$ cat config.mk
export PLATFORM = sky130hd
export DESIGN_NAME = sm83_bus_flat
export DESIGN_NICKNAME = d
export VERILOG_FILES = /design/src/rtl/sm83_bus_pkg.sv /design/src/rtl/sm83_bus_if.sv /design/src/rtl/sm83_hram.sv /design/src/rtl/sm83_bus.sv /design/src/flat_wrapper.sv
export SDC_FILE = /design/constraint.sdc
export NUM_CORES = 1
export LEC_CHECK = 0
export BUFFER_PORTS_ARGS = -buffer_cell sky130_fd_sc_hd__buf_4
export CAP_MARGIN = 10
export CORE_MARGIN = 1
export CORE_UTILIZATION = 50
export DETAILED_ROUTE_END_ITERATION = 8
export HOLD_SLACK_MARGIN = 0.1
export PLACE_DENSITY = 0.66
export SLEW_MARGIN = 20
export SYNTH_ARGS = -nofsm -noshare
export SYNTH_HDL_FRONTEND = slang
export SYNTH_HIERARCHICAL = 1
export SYNTH_SLANG_ARGS = --single-unit
$ cat constraint.sdc
create_clock -name clk -period 3 [get_ports clk]
set_clock_uncertainty 0.1 [all_clocks]
set_input_delay 0.3 -clock clk [delete_from_list [all_inputs] [get_ports clk]]
set_output_delay 0.3 -clock clk [all_outputs]
set_load 0.005 [all_outputs]
$ cat src/rtl/sm83_bus_pkg.sv
// Shared constants, types and address decode for the SM83 memory bus.
package sm83_bus_pkg;

    localparam int unsigned ADDR_W          = 16;
    localparam int unsigned DATA_W          = 8;
    localparam int unsigned HRAM_AW         = 7;
    localparam int unsigned HRAM_DEPTH      = 127;
    localparam int unsigned DMA_LEN_DEFAULT = 160;

    localparam logic [15:0] HRAM_BASE_DEFAULT = 16'hFF80;
    localparam logic [15:0] HRAM_LAST         = 16'hFFFE;
    localparam logic [15:0] IE_ADDR           = 16'hFFFF;
    localparam logic [15:0] DMA_ADDR          = 16'hFF46;
    localparam logic [15:0] OAM_BASE          = 16'hFE00;
    localparam logic [15:0] OAM_LAST          = 16'hFE9F;
    localparam logic [15:0] UNUSED_BASE       = 16'hFEA0;
    localparam logic [15:0] UNUSED_LAST       = 16'hFEFF;

    typedef enum logic [1:0] {IDLE, RD, WR} dma_state_t;

    typedef enum logic [2:0] {
        REG_HRAM, REG_IE, REG_DMA, REG_OAM, REG_UNUSED, REG_EXT
    } region_t;

    function automatic region_t decode(input logic [15:0] a, input logic [15:0] hram_base);
        if (a == IE_ADDR) return REG_IE;
        if (a >= hram_base && a <= HRAM_LAST) return REG_HRAM;
        if (a == DMA_ADDR) return REG_DMA;
        if (a >= OAM_BASE && a <= OAM_LAST) return REG_OAM;
        if (a >= UNUSED_BASE && a <= UNUSED_LAST) return REG_UNUSED;
        return REG_EXT;
    endfunction

    // Sources at E000 and above mirror the echo region down by 0x2000.
    function automatic logic [15:0] dma_src(input logic [7:0] v);
        logic [7:0] s;
        s = (v >= 8'hE0) ? (v - 8'h20) : v;
        return {s, 8'h00};
    endfunction

endpackage

$ cat src/rtl/sm83_bus_if.sv
// CPU, external-memory and OAM signals of the SM83 bus.
interface sm83_bus_if;
    import sm83_bus_pkg::*;

    logic [ADDR_W-1:0] cpu_addr;
    logic [DATA_W-1:0] cpu_wdata;
    logic              cpu_write;
    logic [DATA_W-1:0] cpu_rdata;
    logic [ADDR_W-1:0] ext_addr;
    logic [DATA_W-1:0] ext_wdata;
    logic              ext_we;
    logic [DATA_W-1:0] ext_rdata;
    logic [7:0]        oam_addr;
    logic [DATA_W-1:0] oam_wdata;
    logic              oam_we;
    logic [DATA_W-1:0] oam_rdata;
    logic              dma_active;

    modport slave (
        input  cpu_addr, cpu_wdata, cpu_write, ext_rdata, oam_rdata,
        output cpu_rdata, ext_addr, ext_wdata, ext_we,
        output oam_addr, oam_wdata, oam_we, dma_active
    );

    modport master (
        output cpu_addr, cpu_wdata, cpu_write, ext_rdata, oam_rdata,
        input  cpu_rdata, ext_addr, ext_wdata, ext_we,
        input  oam_addr, oam_wdata, oam_we, dma_active
    );

endinterface

$ cat src/rtl/sm83_hram.sv
// High RAM: synchronous write, combinational read, contents survive reset.
module sm83_hram
    import sm83_bus_pkg::*;
#(
    parameter int unsigned DEPTH = HRAM_DEPTH
) (
    input  logic               clk,
    input  logic               we,
    input  logic [HRAM_AW-1:0] addr,
    input  logic [7:0]         wdata,
    output logic [7:0]         rdata_c
);

    logic [7:0] mem [DEPTH];
    logic       in_range;

    assign in_range = 32'(addr) < DEPTH;
    assign rdata_c  = in_range ? mem[addr] : 8'hFF;

    always_ff @(posedge clk) begin
        if (we && in_range) mem[addr] <= wdata;
    end

endmodule

$ cat src/rtl/sm83_bus.sv
// SM83 address decoder with HRAM, IE and an OAM DMA engine that locks the CPU out of the main bus.
module sm83_bus
    import sm83_bus_pkg::*;
#(
    parameter int unsigned DMA_LEN   = DMA_LEN_DEFAULT,
    parameter logic [15:0] HRAM_BASE = HRAM_BASE_DEFAULT
) (
    input logic       clk,
    input logic       reset,
    sm83_bus_if.slave bus
);

    dma_state_t  state_q, state_d;
    logic [7:0]  idx_q, idx_d;
    logic [15:0] base_q, base_d;
    logic [7:0]  byte_q;
    logic [7:0]  ie_q;
    logic [7:0]  dma_reg_q;
    logic [7:0]  hram_rdata;
    logic [7:0]  rd_mux;
    region_t     region;
    logic        busy;
    logic        dma_wr;
    logic        hram_we;

    assign region  = decode(bus.cpu_addr, HRAM_BASE);
    assign busy    = state_q != IDLE;
    assign dma_wr  = bus.cpu_write && region == REG_DMA;
    assign hram_we = bus.cpu_write && region == REG_HRAM;

    sm83_hram u_hram (
        .clk     (clk),
        .we      (hram_we),
        .addr    (HRAM_AW'(bus.cpu_addr - HRAM_BASE)),
        .wdata   (bus.cpu_wdata),
        .rdata_c (hram_rdata)
    );

    // DMA state register; the source byte is captured at the end of each RD cycle.
    always_ff @(posedge clk) begin
        if (reset) begin
            state_q <= IDLE;
            idx_q   <= 8'h00;
            base_q  <= 16'h0000;
            byte_q  <= 8'h00;
        end else begin
            state_q <= state_d;
            idx_q   <= idx_d;
            base_q  <= base_d;
            if (state_q == RD) byte_q <= bus.ext_rdata;
        end
    end

    // Next state: an FF46 write (re)starts from byte 0 regardless of the current state.
    always_comb begin
        state_d = state_q;
        idx_d   = idx_q;
        base_d  = base_q;
        if (dma_wr) begin
            state_d = RD;
            idx_d   = 8'h00;
            base_d  = dma_src(bus.cpu_wdata);
        end else begin
            case (state_q)
                RD: state_d = WR;
                WR: begin
                    if (idx_q < 8'(DMA_LEN - 1)) begin
                        state_d = RD;
                        idx_d   = idx_q + 8'h01;
                    end else begin
                        state_d = IDLE;
                        idx_d   = 8'h00;
                    end
                end
                default: ;
            endcase
        end
    end

    // Bus outputs: pass-through when idle, DMA-owned otherwise; reset kills strobes immediately.
    always_comb begin
        bus.ext_addr   = bus.cpu_addr;
        bus.ext_wdata  = bus.cpu_wdata;
        bus.ext_we     = 1'b0;
        bus.oam_addr   = bus.cpu_addr[7:0];
        bus.oam_wdata  = bus.cpu_wdata;
        bus.oam_we     = 1'b0;
        bus.dma_active = busy;
        if (busy) begin
            bus.ext_addr  = base_q + 16'(idx_q);
            bus.oam_addr  = idx_q;
            bus.oam_wdata = byte_q;
            bus.oam_we    = (state_q == WR) && !reset;
        end else begin
            bus.ext_we = bus.cpu_write && region == REG_EXT && !reset;
            bus.oam_we = bus.cpu_write && region == REG_OAM && !reset;
        end
    end

    always_comb begin
        rd_mux = 8'hFF;
        case (region)
            REG_HRAM:   rd_mux = hram_rdata;
            REG_IE:     rd_mux = ie_q;
            REG_DMA:    rd_mux = dma_reg_q;
            REG_OAM:    rd_mux = busy ? 8'hFF : bus.oam_rdata;
            REG_UNUSED: rd_mux = 8'hFF;
            default:    rd_mux = busy ? 8'hFF : bus.ext_rdata;
        endcase
    end

    always_ff @(posedge clk) begin
        if (reset) begin
            ie_q          <= 8'h00;
            dma_reg_q     <= 8'h00;
            bus.cpu_rdata <= 8'hFF;
        end else begin
            if (bus.cpu_write && region == REG_IE) ie_q <= bus.cpu_wdata;
            if (dma_wr) dma_reg_q <= bus.cpu_wdata;
            bus.cpu_rdata <= rd_mux;
        end
    end

endmodule

$ cat src/flat_wrapper.sv
// flat-port wrapper written by rule: the top's interface ports become plain ports
module sm83_bus_flat import sm83_bus_pkg::*;
#(
    parameter int unsigned DMA_LEN   = DMA_LEN_DEFAULT,
    parameter logic [15:0] HRAM_BASE = HRAM_BASE_DEFAULT
)
  (clk, reset, bus_cpu_addr, bus_cpu_wdata, bus_cpu_write, bus_ext_rdata, bus_oam_rdata, bus_cpu_rdata, bus_ext_addr, bus_ext_wdata, bus_ext_we, bus_oam_addr, bus_oam_wdata, bus_oam_we, bus_dma_active);
  sm83_bus_if bus_i ();
  input logic clk;
  input logic reset;
  input wire logic [$bits(bus_i.cpu_addr)-1:0] bus_cpu_addr;
  input wire logic [$bits(bus_i.cpu_wdata)-1:0] bus_cpu_wdata;
  input wire logic [$bits(bus_i.cpu_write)-1:0] bus_cpu_write;
  input wire logic [$bits(bus_i.ext_rdata)-1:0] bus_ext_rdata;
  input wire logic [$bits(bus_i.oam_rdata)-1:0] bus_oam_rdata;
  output wire logic [$bits(bus_i.cpu_rdata)-1:0] bus_cpu_rdata;
  output wire logic [$bits(bus_i.ext_addr)-1:0] bus_ext_addr;
  output wire logic [$bits(bus_i.ext_wdata)-1:0] bus_ext_wdata;
  output wire logic [$bits(bus_i.ext_we)-1:0] bus_ext_we;
  output wire logic [$bits(bus_i.oam_addr)-1:0] bus_oam_addr;
  output wire logic [$bits(bus_i.oam_wdata)-1:0] bus_oam_wdata;
  output wire logic [$bits(bus_i.oam_we)-1:0] bus_oam_we;
  output wire logic [$bits(bus_i.dma_active)-1:0] bus_dma_active;
  assign bus_i.cpu_addr = bus_cpu_addr;
  assign bus_i.cpu_wdata = bus_cpu_wdata;
  assign bus_i.cpu_write = bus_cpu_write;
  assign bus_i.ext_rdata = bus_ext_rdata;
  assign bus_i.oam_rdata = bus_oam_rdata;
  assign bus_cpu_rdata = bus_i.cpu_rdata;
  assign bus_ext_addr = bus_i.ext_addr;
  assign bus_ext_wdata = bus_i.ext_wdata;
  assign bus_ext_we = bus_i.ext_we;
  assign bus_oam_addr = bus_i.oam_addr;
  assign bus_oam_wdata = bus_i.oam_wdata;
  assign bus_oam_we = bus_i.oam_we;
  assign bus_dma_active = bus_i.dma_active;
  sm83_bus #(.DMA_LEN(DMA_LEN), .HRAM_BASE(HRAM_BASE)) u_core (.clk(clk), .reset(reset), .bus(bus_i));
endmodule
Word-level counts from Yosys, hierarchy flattened:

Memory sizes are Yosys's and may differ from the RTL's.
Index checks and enable logic that the tools add are counted.

* bitwise logic cells: 0
* $mul: 0
* reductions and logical operators: 18
* $lt $le $gt $ge: 9
* div/mod/pow operators: 0
* $add $sub $neg: 4
* eq/ne operators: 9
* shift operators: 0
* mux-type cells: 41

Operators with widths (count)
* $mux W8: 7
* $ge A16 B16 Y1 const B: 3
* $le A16 B16 Y1 const B: 3
* $pmux W8 S5: 1
* $eq A16 B16 Y1 const B: 2
* $mux W3: 10
* $mux W1: 21
* $add A16 B8 Y16: 1
* $mux W16: 1
* $logic_and A1 B1 Y1: 12
* $add A8 B1 Y8 const B: 1
* $ge A8 B8 Y1 const B: 1
* $lt A8 B8 Y1 const B: 1
* $sub A8 B6 Y8 const B: 1
* $lt A7 B7 Y1 const B: 1
* $sub A7 B1 Y7 const B: 1
* $eq A3 B2 Y1 const B: 2
* $eq A3 B3 Y1 const B: 2
* $pmux W2 S2: 1
* $reduce_bool A2 Y1: 2
* $eq A3 B1 Y1 const B: 1
* $logic_not A3 Y1: 1
* $reduce_bool A3 Y1: 1
* $eq A2 B1 Y1 const B: 1
* other kinds (3): 3

* logic and storage cells: 90
* bits in writable memories: 1016
* ROM bits: 0
* output and inout bits: 51
* latch bits: 0
* memories: 1
* flip-flop bits (word level): 50
* input port bits: 43

Memory list
* u_core.u_hram.mem: words 127, bits a word 8, rd ports 1, clocked after Yosys merged registers in 0, wr ports 1, line sm83_hram.sv:14 `logic [7:0] mem [DEPTH];`

Logic depth before layout (Yosys ltp):

Gate-level depths: netlist of the first run.

* depth in word-level cells: 23
* gate-level depth with buffers: 13
* depth with buffers taken out: 8

By module:

The synthesis of the first run kept the hierarchy.

By module, submodules not included
* sm83_hram: area each 40102.2 um2, instances 1, cells an instance 2203, seq. area each 30509.3 um2
* sm83_bus: area each 2713.9 um2, instances 1, cells an instance 319, seq. area each 900.9 um2

Least setup slack after synthesis of the first run:

OpenSTA, ideal clock, no wires.

* path kind: in2reg
* start: input port bus_cpu_addr[1]
* end: memory u_core.u_hram.mem[72][0] (enable)
* data required time: 2.530 ns
* arrival: 2.126 ns
* stages on the path: 8
* library setup time: 0.370 ns
* setup slack: 0.403 ns
* path buffers: 2
* cell sequence: and3_1 -> clkbuf_1 -> a21oi_1 -> and3_1 -> nor2b_1 -> nand2_1 -> clkbuf_1 -> nor2_1

* cells in the longest elaborated chain, start to end: 17
* elaborated cells on any way between the ends: 42
* those cells by class: add/sub: 1; order compare: 7; eq/ne: 2; mux: 26; reduce/logical: 6

RTL lines
* from (decl): line flat_wrapper.sv:11 `input wire logic [$bits(bus_i.cpu_addr)-1:0] bus_cpu_addr;`
* $ge A16 B16 Y1 / $le A16 B16 Y1 (equally long branches): line sm83_bus_pkg.sv:30 `if (a >= UNUSED_BASE && a <= UNUSED_LAST) return REG_UNUSED;`
* $logic_and A1 B1 Y1: line sm83_bus_pkg.sv:30
* $mux W1 (2 in series): line sm83_bus_pkg.sv:30
* $mux W1: line sm83_bus_pkg.sv:29 `if (a >= OAM_BASE && a <= OAM_LAST) return REG_OAM;`
* $mux W1: line sm83_bus_pkg.sv:28 `if (a == DMA_ADDR) return REG_DMA;`
* $mux W1: line sm83_bus_pkg.sv:27 `if (a >= hram_base && a <= HRAM_LAST) return REG_HRAM;`
* $mux W3: line sm83_bus_pkg.sv:31 `return REG_EXT;`
* $mux W3: line sm83_bus_pkg.sv:30
* $mux W3: line sm83_bus_pkg.sv:29
* $mux W3: line sm83_bus_pkg.sv:28
* $mux W3 (*): line sm83_bus_pkg.sv:27
* $logic_not A3 Y1 (*): line sm83_bus.sv:29 `assign hram_we = bus.cpu_write && region == REG_HRAM;`
* $logic_and A1 B1 Y1 (*): line sm83_bus.sv:29
* net u_core.hram_we: line sm83_bus.sv:24 `logic hram_we;`
* $logic_and A1 B1 Y1 (*): line sm83_hram.sv:21 `if (we && in_range) mem[addr] <= wdata;`
* $mux W1 (*): line sm83_hram.sv:21
* $mux W1 (implied by the code) (*): line sm83_hram.sv:21
* to (decl): line sm83_hram.sv:14

The timed path passes the listed nets; every way through them passes the cells marked *. The select of a mux whose other input is x is not followed.

Worst setup path after layout of the first run:

* start: input port bus_cpu_addr[0]
* end: register u_core.bus.cpu_rdata[6]

* elaborated cells on any way between the ends: 45
* those cells by class: add/sub: 1; order compare: 7; eq/ne: 6; mux: 26; reduce/logical: 4; memory: 1

RTL lines
* $sub A7 B1 Y7 (*): line sm83_bus.sv:34 `.addr (HRAM_AW'(bus.cpu_addr - HRAM_BASE)),`
* $mem_v2 Z127 W8 / $lt A7 B7 Y1 (equally long branches)
* $mux W8 (*): line sm83_hram.sv:18 `assign rdata_c = in_range ? mem[addr] : 8'hFF;`
* net u_core.hram_rdata[6]: line sm83_bus.sv:19 `logic [7:0] hram_rdata;`
* $pmux W8 S5 (*): line sm83_bus.sv:102 `case (region)`
* to (signal assigned): line sm83_bus.sv:120 `bus.cpu_rdata <= rd_mux;`
* to (decl): line sm83_bus_if.sv:21 `output cpu_rdata, ext_addr, ext_wdata, ext_we,`

Marks and branches as above.
A chain may end at the register's enable or synchronous reset.

==> results.txt, run 1 <==
Run status: finished, final reports clean
Synthesized Nets: 2570
Critical path type: input pin to register
EDFF count, synth: 1016
Port bufs: 93
Placed inst area: 0.0480 mm2
Final ANT Viol Nets: 0
Post-synthesis mux area share: 0.102
Die W: 295 um
Critical Path AT: 3.35 ns
Clock latency on the worst-skew pair: 0.68 ns
Critical path cell sequence: buf_8, buf_4, mux2_2, a221oi_1, o22a_1, o21ai_0, nor3_1, buf_4, nand4_1, o211ai_1, nand4_1
Initial Util: 0.508
Slew Limit Fails: 0
Worst Max-Slew Pin Slew: 0.885 ns
Leakage power: 0.0177 uW
Pwr dens: 629 mW/mm2
Adder-Cell Fraction of Synth Area: 0.00146
Crit-path leading delay family: compound AO/OA/AOI/OAI gates
Number of global-route vias before repair: 26.9k
Tot Pwr: 32500 uW
Yosys reg bits: 1061
Initial antenna violation count: 1
Standard-cell rows: 106
Fill count: 6020
Vias: 27.4k
Worst setup EP type: register
Syn Area/Cell: 17.0 um2
Main synth FF type: edfxtp_1
I/O pins: 94
Post-layout util: 0.615
Max Clock Freq: 342 MHz
Hold Crit Class: input pin to register
Chip Height: 295 um
DP Wirelength: 88.1 mm
Total wire length: 132 mm
Clock buffer depth: 3
CTS tree: built
Mapped Cells: 2522
Pin count of the biggest net entering global routing: 74
Ratio of cells with drive above 1 in the final layout: 0.293
Synth Area in Compound Gates: 0.0867
Post-synth cell types: 77
TritonCTS Buffers: 108
Max-slew headroom: 0.409
Die ar.: 0.0868 mm2
Crit path max fanout: 30
Biggest area consumer among synthesized cells: edfxtp_1
Reg area: 0.0314 mm2
Largest family of logic cells by synthesized area: multiplexers
Register area share after synthesis: 0.734
Tmin final: 2.92 ns
Period utilization: 0.975
Max-Cap Viols: 0
Detailed Routing Iterations Pass 1: 6
GRT overflow: 0
Critical Path RT: 3.42 ns
Number of remaining DRC errors: 0
Peak VDD IR: 0.570 mV
Post-Synth Simple-Gate Area: 0.0489
DRT iter0 DRCs: 3704
Clock sinks: 1061
GR Util All Layers: 0.303
Via density: 6.43
First-pass GRT wire length: 188 mm
Synth warn: 6
Post-synthesis cell area: 0.0428 mm2
Footprint of the multi-input gates: 0.0103 mm2
# setup viols final: 0
Post-synth ARST share: 0
XOR/XNOR share of the synthesized area: 0.00102
Critical Path Start Type: input pin
Root Buffer: clkbuf_16
CTS H-tree lvls: 3
Wire length per cell: 30.8 um
Clock-pin slew on the worst setup and hold paths: 0.06 ns
Core box area: 0.0842 mm2
Crit-path max cell delay: 0.50 ns
Synth top area cells: edfxtp_1 71%, mux4_2 4.8%, mux2i_1 3.3%
Area share of the largest cell type after synthesis: 0.713
# nets final: 3098
Sum Neg Setup Slack: 0 ns
# diodes: 0
Slowest-stage cell, CP: nor3_1
Layout area overhead: 20.9%
Worst path bufs/invs: 3
Finished Cell Area: 0.0518 mm2
Fin. Hold Viols: 0
RSZ-0062 raised after global routing: false
Final GP Congestion: 0.966
-- final cells by class --
type,count,share of cell area
clock buffer,130,0.0550
clock inverter,63,0.0116
inverter,12,0.000870
multi-input combinational,1264,0.200
sequential,1061,0.607
tap,1134,0.0274
timing repair buffer,603,0.0987
-- cells in the final DEF (no fill, tap or decap), types with 8 or more instances in the layout --
cell type | synthesis | final
edfxtp_1 | 1016 | 1016
buf_4 | 38 | 530
nor2_1 | 181 | 181
mux2i_1 | 140 | 140
clkbuf_16 | 0 | 109
mux4_2 | 91 | 91
a221oi_1 | 91 | 90
o21ai_0 | 83 | 82
mux2_2 | 73 | 73
a21oi_1 | 73 | 73
nand2_1 | 72 | 72
nand3_1 | 56 | 56
a22oi_1 | 52 | 52
dfxtp_1 | 45 | 45
buf_12 | 1 | 39
a221o_1 | 33 | 33
dlygate4sd3_1 | 0 | 31
clkinv_1 | 1 | 23
clkinv_2 | 0 | 20
o211ai_1 | 20 | 20
o22ai_1 | 20 | 20
clkbuf_1 | 58 | 17
nand2b_1 | 17 | 17
nand3b_1 | 17 | 17
nand4_1 | 16 | 16
a31oi_1 | 16 | 16
and3_1 | 14 | 14
nor3_1 | 14 | 14
o2bb2ai_1 | 14 | 14
a22o_1 | 12 | 12
o221ai_1 | 10 | 10
bufinv_16 | 0 | 9
inv_1 | 10 | 9
nor2b_1 | 16 | 9
a211oi_1 | 9 | 9
o22a_1 | 8 | 8
-- path summary, 6_finish.rpt --
path                           start                       end  slack, ns  cells past startpoint
max                  bus_cpu_addr[0]   u_core/bus.cpu_rdata[6]       0.08                     11
min                 bus_cpu_wdata[4]  u_core/u_hram/mem[38][4]       0.11                      1
max reg2reg  u_core/u_hram/mem[2][6]   u_core/bus.cpu_rdata[6]       0.11                      9
min reg2reg      u_core/dma_reg_q[6]       u_core/dma_reg_q[6]       0.38                      2
-- cells by family (layout without fill, tap and decap cells) --
kind of cell,after synthesis,after routing
fa+ha+maj,5,5
simple gates,439,439
mux,307,307
xor+xnor,5,5
buf+inv,197,808
flops,1061,1061
compound gates,508,508
-- synth_stat cells, drive strengths merged, types with 4 or more instances --
library cell / n
edfxtp: 1016
nor2: 185
mux2i: 140
buf: 126
mux4: 94
a221oi: 91
o21ai: 83
a21oi: 73
mux2: 73
nand2: 72
clkbuf: 58
nand3: 56
a22oi: 52
dfxtp: 45
a221o: 33
o211ai: 20
o22ai: 20
nand2b: 17
nand3b: 17
a31oi: 16
nand4: 16
nor2b: 16
and3: 14
nor3: 14
o2bb2ai: 14
a22o: 12
inv: 11
o221ai: 10
a211oi: 9
and2: 8
o22a: 8
a311oi: 7
o31ai: 6
or2: 6
and4: 5
ha: 5
o21a: 5
o32ai: 5
a211o: 4
a21o: 4
a32oi: 4
nor3b: 4
-- flip-flops by register name, summed over array words and instances (netlist names) --
signal / count
u_core/byte_q: 8
u_core/dma_reg_q: 8
u_core/ie_q: 8
u_core/state_q: 2
u_core/bus.cpu_rdata: 8
u_core/base_q: 3
u_core/idx_q: 8
u_core/u_hram/mem: 1016
-- layer usage --
layer  GRT usage  vias up  wire length, um
met5     0.00340        -               38
met4       0.127        2             6170
met3      0.0640      363            14000
met2       0.476     1781            61800
met1       0.413    14000            49500
li1            -    11300                -
-- power breakdown --
group / internal (uW) / switching, uW
Sequential: 16300 / 47.6
Combinational: 1350 / 1790
Clock: 7510 / 5570
-- worst reg2reg max path: stages, from the launching register on --
cell and delay (ns):
edfxtp_1 0.36, mux2_2 0.27, a221oi_1 0.49, o22a_1 0.26
o21ai_0 0.10, nor3_1 0.50, buf_4 0.20, nand4_1 0.18
o211ai_1 0.17, nand4_1 0.11
-- per-stage QoR --
stage / setup slack (ns) / hold WS (ns) / instances
6_report: 0.0750 / 0.113 / 4267
5_1_grt: 0.0364 / 0.133 / 4267
4_1_cts: 0.0670 / 0.130 / 4267
3_5_place_dp: -0.508 / 0.366 / 4043
3_3_place_gp: -0.521 / 0.359 / 4043
2_1_floorplan: 0.403 / 0.299 / 2522
-- what timing repair did --
item | in CTS | in global routing
hold endpoints to repair | 202 | 0
pin swaps | 0 | 0
setup buffers | 0 | 0
cloned | 0 | 0
resized for setup | 1 | 3
hold buffers | 31 | 0
setup endpoints to repair | 1 | 4
No activity file was read; power rests on OpenSTA's default activity.
==> run 2, diff against run 1 <==
--- a/config.mk
+++ b/config.mk
@@ -7,11 +7,13 @@
 export LEC_CHECK = 0
 export BUFFER_PORTS_ARGS = -buffer_cell sky130_fd_sc_hd__buf_4
 export CAP_MARGIN = 10
+export CELL_PAD_IN_SITES_DETAIL_PLACEMENT = 1
+export CELL_PAD_IN_SITES_GLOBAL_PLACEMENT = 2
 export CORE_MARGIN = 1
-export CORE_UTILIZATION = 50
+export CORE_UTILIZATION = 48
 export DETAILED_ROUTE_END_ITERATION = 8
 export HOLD_SLACK_MARGIN = 0.1
-export PLACE_DENSITY = 0.66
+export PLACE_DENSITY_LB_ADDON = 0.1
 export SLEW_MARGIN = 20
 export SYNTH_ARGS = -nofsm -noshare
 export SYNTH_HDL_FRONTEND = slang
==> run 2 against run 1 <==
Global-route usage up 2.1 points. Clock power about the same. Clock-buffer cell count down 3. Maximum frequency up 0.79%.
==> results.txt, run 2 (synthesis results as in run 1) <==
Run status: finished, final reports clean
Critical Path RT: 2.60 ns
Fill count: 8039
Clock-pin slew on the worst setup and hold paths: 0.06 ns
DP Wirelength: 99.5 mm
Crit path top cell by count: buf_4
Vias: 27.6k
Leakage power: 0.0180 uW
Reg-to-reg slack, setup: 0.13 ns
Hold Crit Class: input pin to register
Largest Register: u_core/u_hram/mem
RSZ-0062 raised after global routing: false
GR Util All Layers: 0.324
Critical path type: input pin to output pin
Detailed Routing Iterations Pass 1: 5
Final GP Congestion: 0.918
Tot Pwr: 32700 uW
Worst path bufs/invs: 4
Standard-cell rows: 109
Number of global-route vias before repair: 28.7k
FF-to-FF path depth: 8
Post-CTS Hold Fix Bufs: 36
Commonest non-fill, non-tap cell in the layout: edfxtp_1
Most frequent cells in the layout: 1016 x edfxtp_1, 569 x buf_4, 181 x nor2_1
Wire length per cell: 33.4 um
CTS tree: built
Net switching power: 7730 uW
Layout area overhead: 22.0%
Critical Path Start Type: input pin
Final cell count without fillers: 4352
CTS H-tree lvls: 3
Slowest-stage cell, CP: dlygate4sd3_1
DP Cell Count: 4120
Core box area: 0.0884 mm2
Worst setup EP type: output pin
Peak VDD IR: 0.764 mV
Crit path max fanout: 19
Chip Height: 301 um
Crit path from: bus_cpu_addr[8]
Max Clock Freq: 345 MHz
Die W: 301 um
Clock sinks: 1061
Max reg flops: 1016
Post-CTS Resized: 0
Total wire length: 145 mm
Max-Cap Viols: 0
Post-CTS Setup Repair Bufs: 0
Sw frac: 0.236
Critical Path AT: 2.50 ns
Tmin final: 2.90 ns
Reg-to-Reg Start: u_core/u_hram/mem[80][2]
Reg area: 0.0314 mm2
Setup crit end: bus_ext_we
Critical path cell sequence: dlygate4sd3_1, buf_4, buf_4, nand2b_1, a21oi_1, nand2b_1, and4_1, buf_4
Final ANT Viol Nets: 0
# setup viols final: 0
Via density: 6.34
Fin. Hold Viols: 0
Clock latency on the worst-skew pair: 0.70 ns
Ratio of cells with drive above 1 in the final layout: 0.303
Reg2reg end: u_core/bus.cpu_rdata[2]
Port bufs: 93
Footprint of the multi-input gates: 0.0103 mm2
Sequential share of power: 0.499
Clock buffer depth: 3
GRT overflow: 0
First-pass GRT wire length: 208 mm
Slew Limit Fails: 0
CP Depth: 8
Pin count of the biggest net entering global routing: 70
Logic pwr share: 0.100
Initial Util: 0.484
Crit-path leading delay family: buffers and inverters
Root Buffer: clkbuf_16
Crit-path max cell delay: 0.54 ns
Clock Power Share: 0.401
Max-slew headroom: 0.388
I/O pins: 94
Worst Max-Slew Pin Slew: 0.917 ns
Post-layout util: 0.591
Initial antenna violation count: 1
Internal Pwr Total: 24900 uW
# nets final: 3150
Period utilization: 0.967
Pwr dens: 625 mW/mm2
Die ar.: 0.0904 mm2
DRT iter0 DRCs: 3184
TritonCTS Buffers: 109
Sum Neg Setup Slack: 0 ns
Number of remaining DRC errors: 0
## run 2: worst min path at each step
stage / from / end / slack, ns / depth (start not counted)
after floorplan: bus_cpu_wdata[0] / u_core/u_hram/mem[0][0] / 0.30 / 0
after global placement: u_core/dma_reg_q[6] / u_core/dma_reg_q[6] / 0.36 / 2
after detailed placement: u_core/dma_reg_q[6] / u_core/dma_reg_q[6] / 0.38 / 2
after CTS: bus_cpu_addr[12] / u_core/bus.cpu_rdata[6] / 0.10 / 5
after global routing: bus_cpu_addr[12] / u_core/bus.cpu_rdata[6] / 0.20 / 5
final: bus_cpu_addr[12] / u_core/bus.cpu_rdata[6] / 0.15 / 5
## run 2: worst register-to-register path: cells and delay by family (launching register included)
family / cells / cell delay, ns
buf+inv: 1 / 0.20
compound gates: 5 / 1.27
flops: 1 / 0.36
mux: 2 / 0.79
## run 2: cell type report
type                       count  area share
sequential                  1061       0.601
multi-input combinational   1264       0.198
timing repair buffer         654       0.107
clock buffer                 127      0.0543
tap                         1165      0.0279
clock inverter                68      0.0110
inverter                      12    0.000862
antenna                        1   0.0000479
## run 2: metrics by stage
stage	instance area, um2	setup WS, ns	hold slack (ns)
after global placement	48500	-0.600	0.359
after global routing	52200	0.0496	0.201
after floorplan	42800	0.403	0.299
final	52200	0.0979	0.153
after detailed placement	48500	-0.602	0.376
after CTS	52200	0.0821	0.103
## run 2: layer usage
metal	global-route usage	vias to the layer above	wire length (um)
met1	0.442	14600	58500
met3	0.0535	309	11600
li1	-	11400	-
met5	0	-	0
met4	0.126	0	5890
met2	0.524	1332	69500
## run 2: power by group through the flow
stage	sequential, uW	combinational [uW]	clock, uW
after floorplan	16600	1470	0
final	16300	3260	13100
after CTS	16300	3230	13300
after global routing	16300	3400	13700
after global placement	16600	3100	0
after detailed placement	16600	3160	0
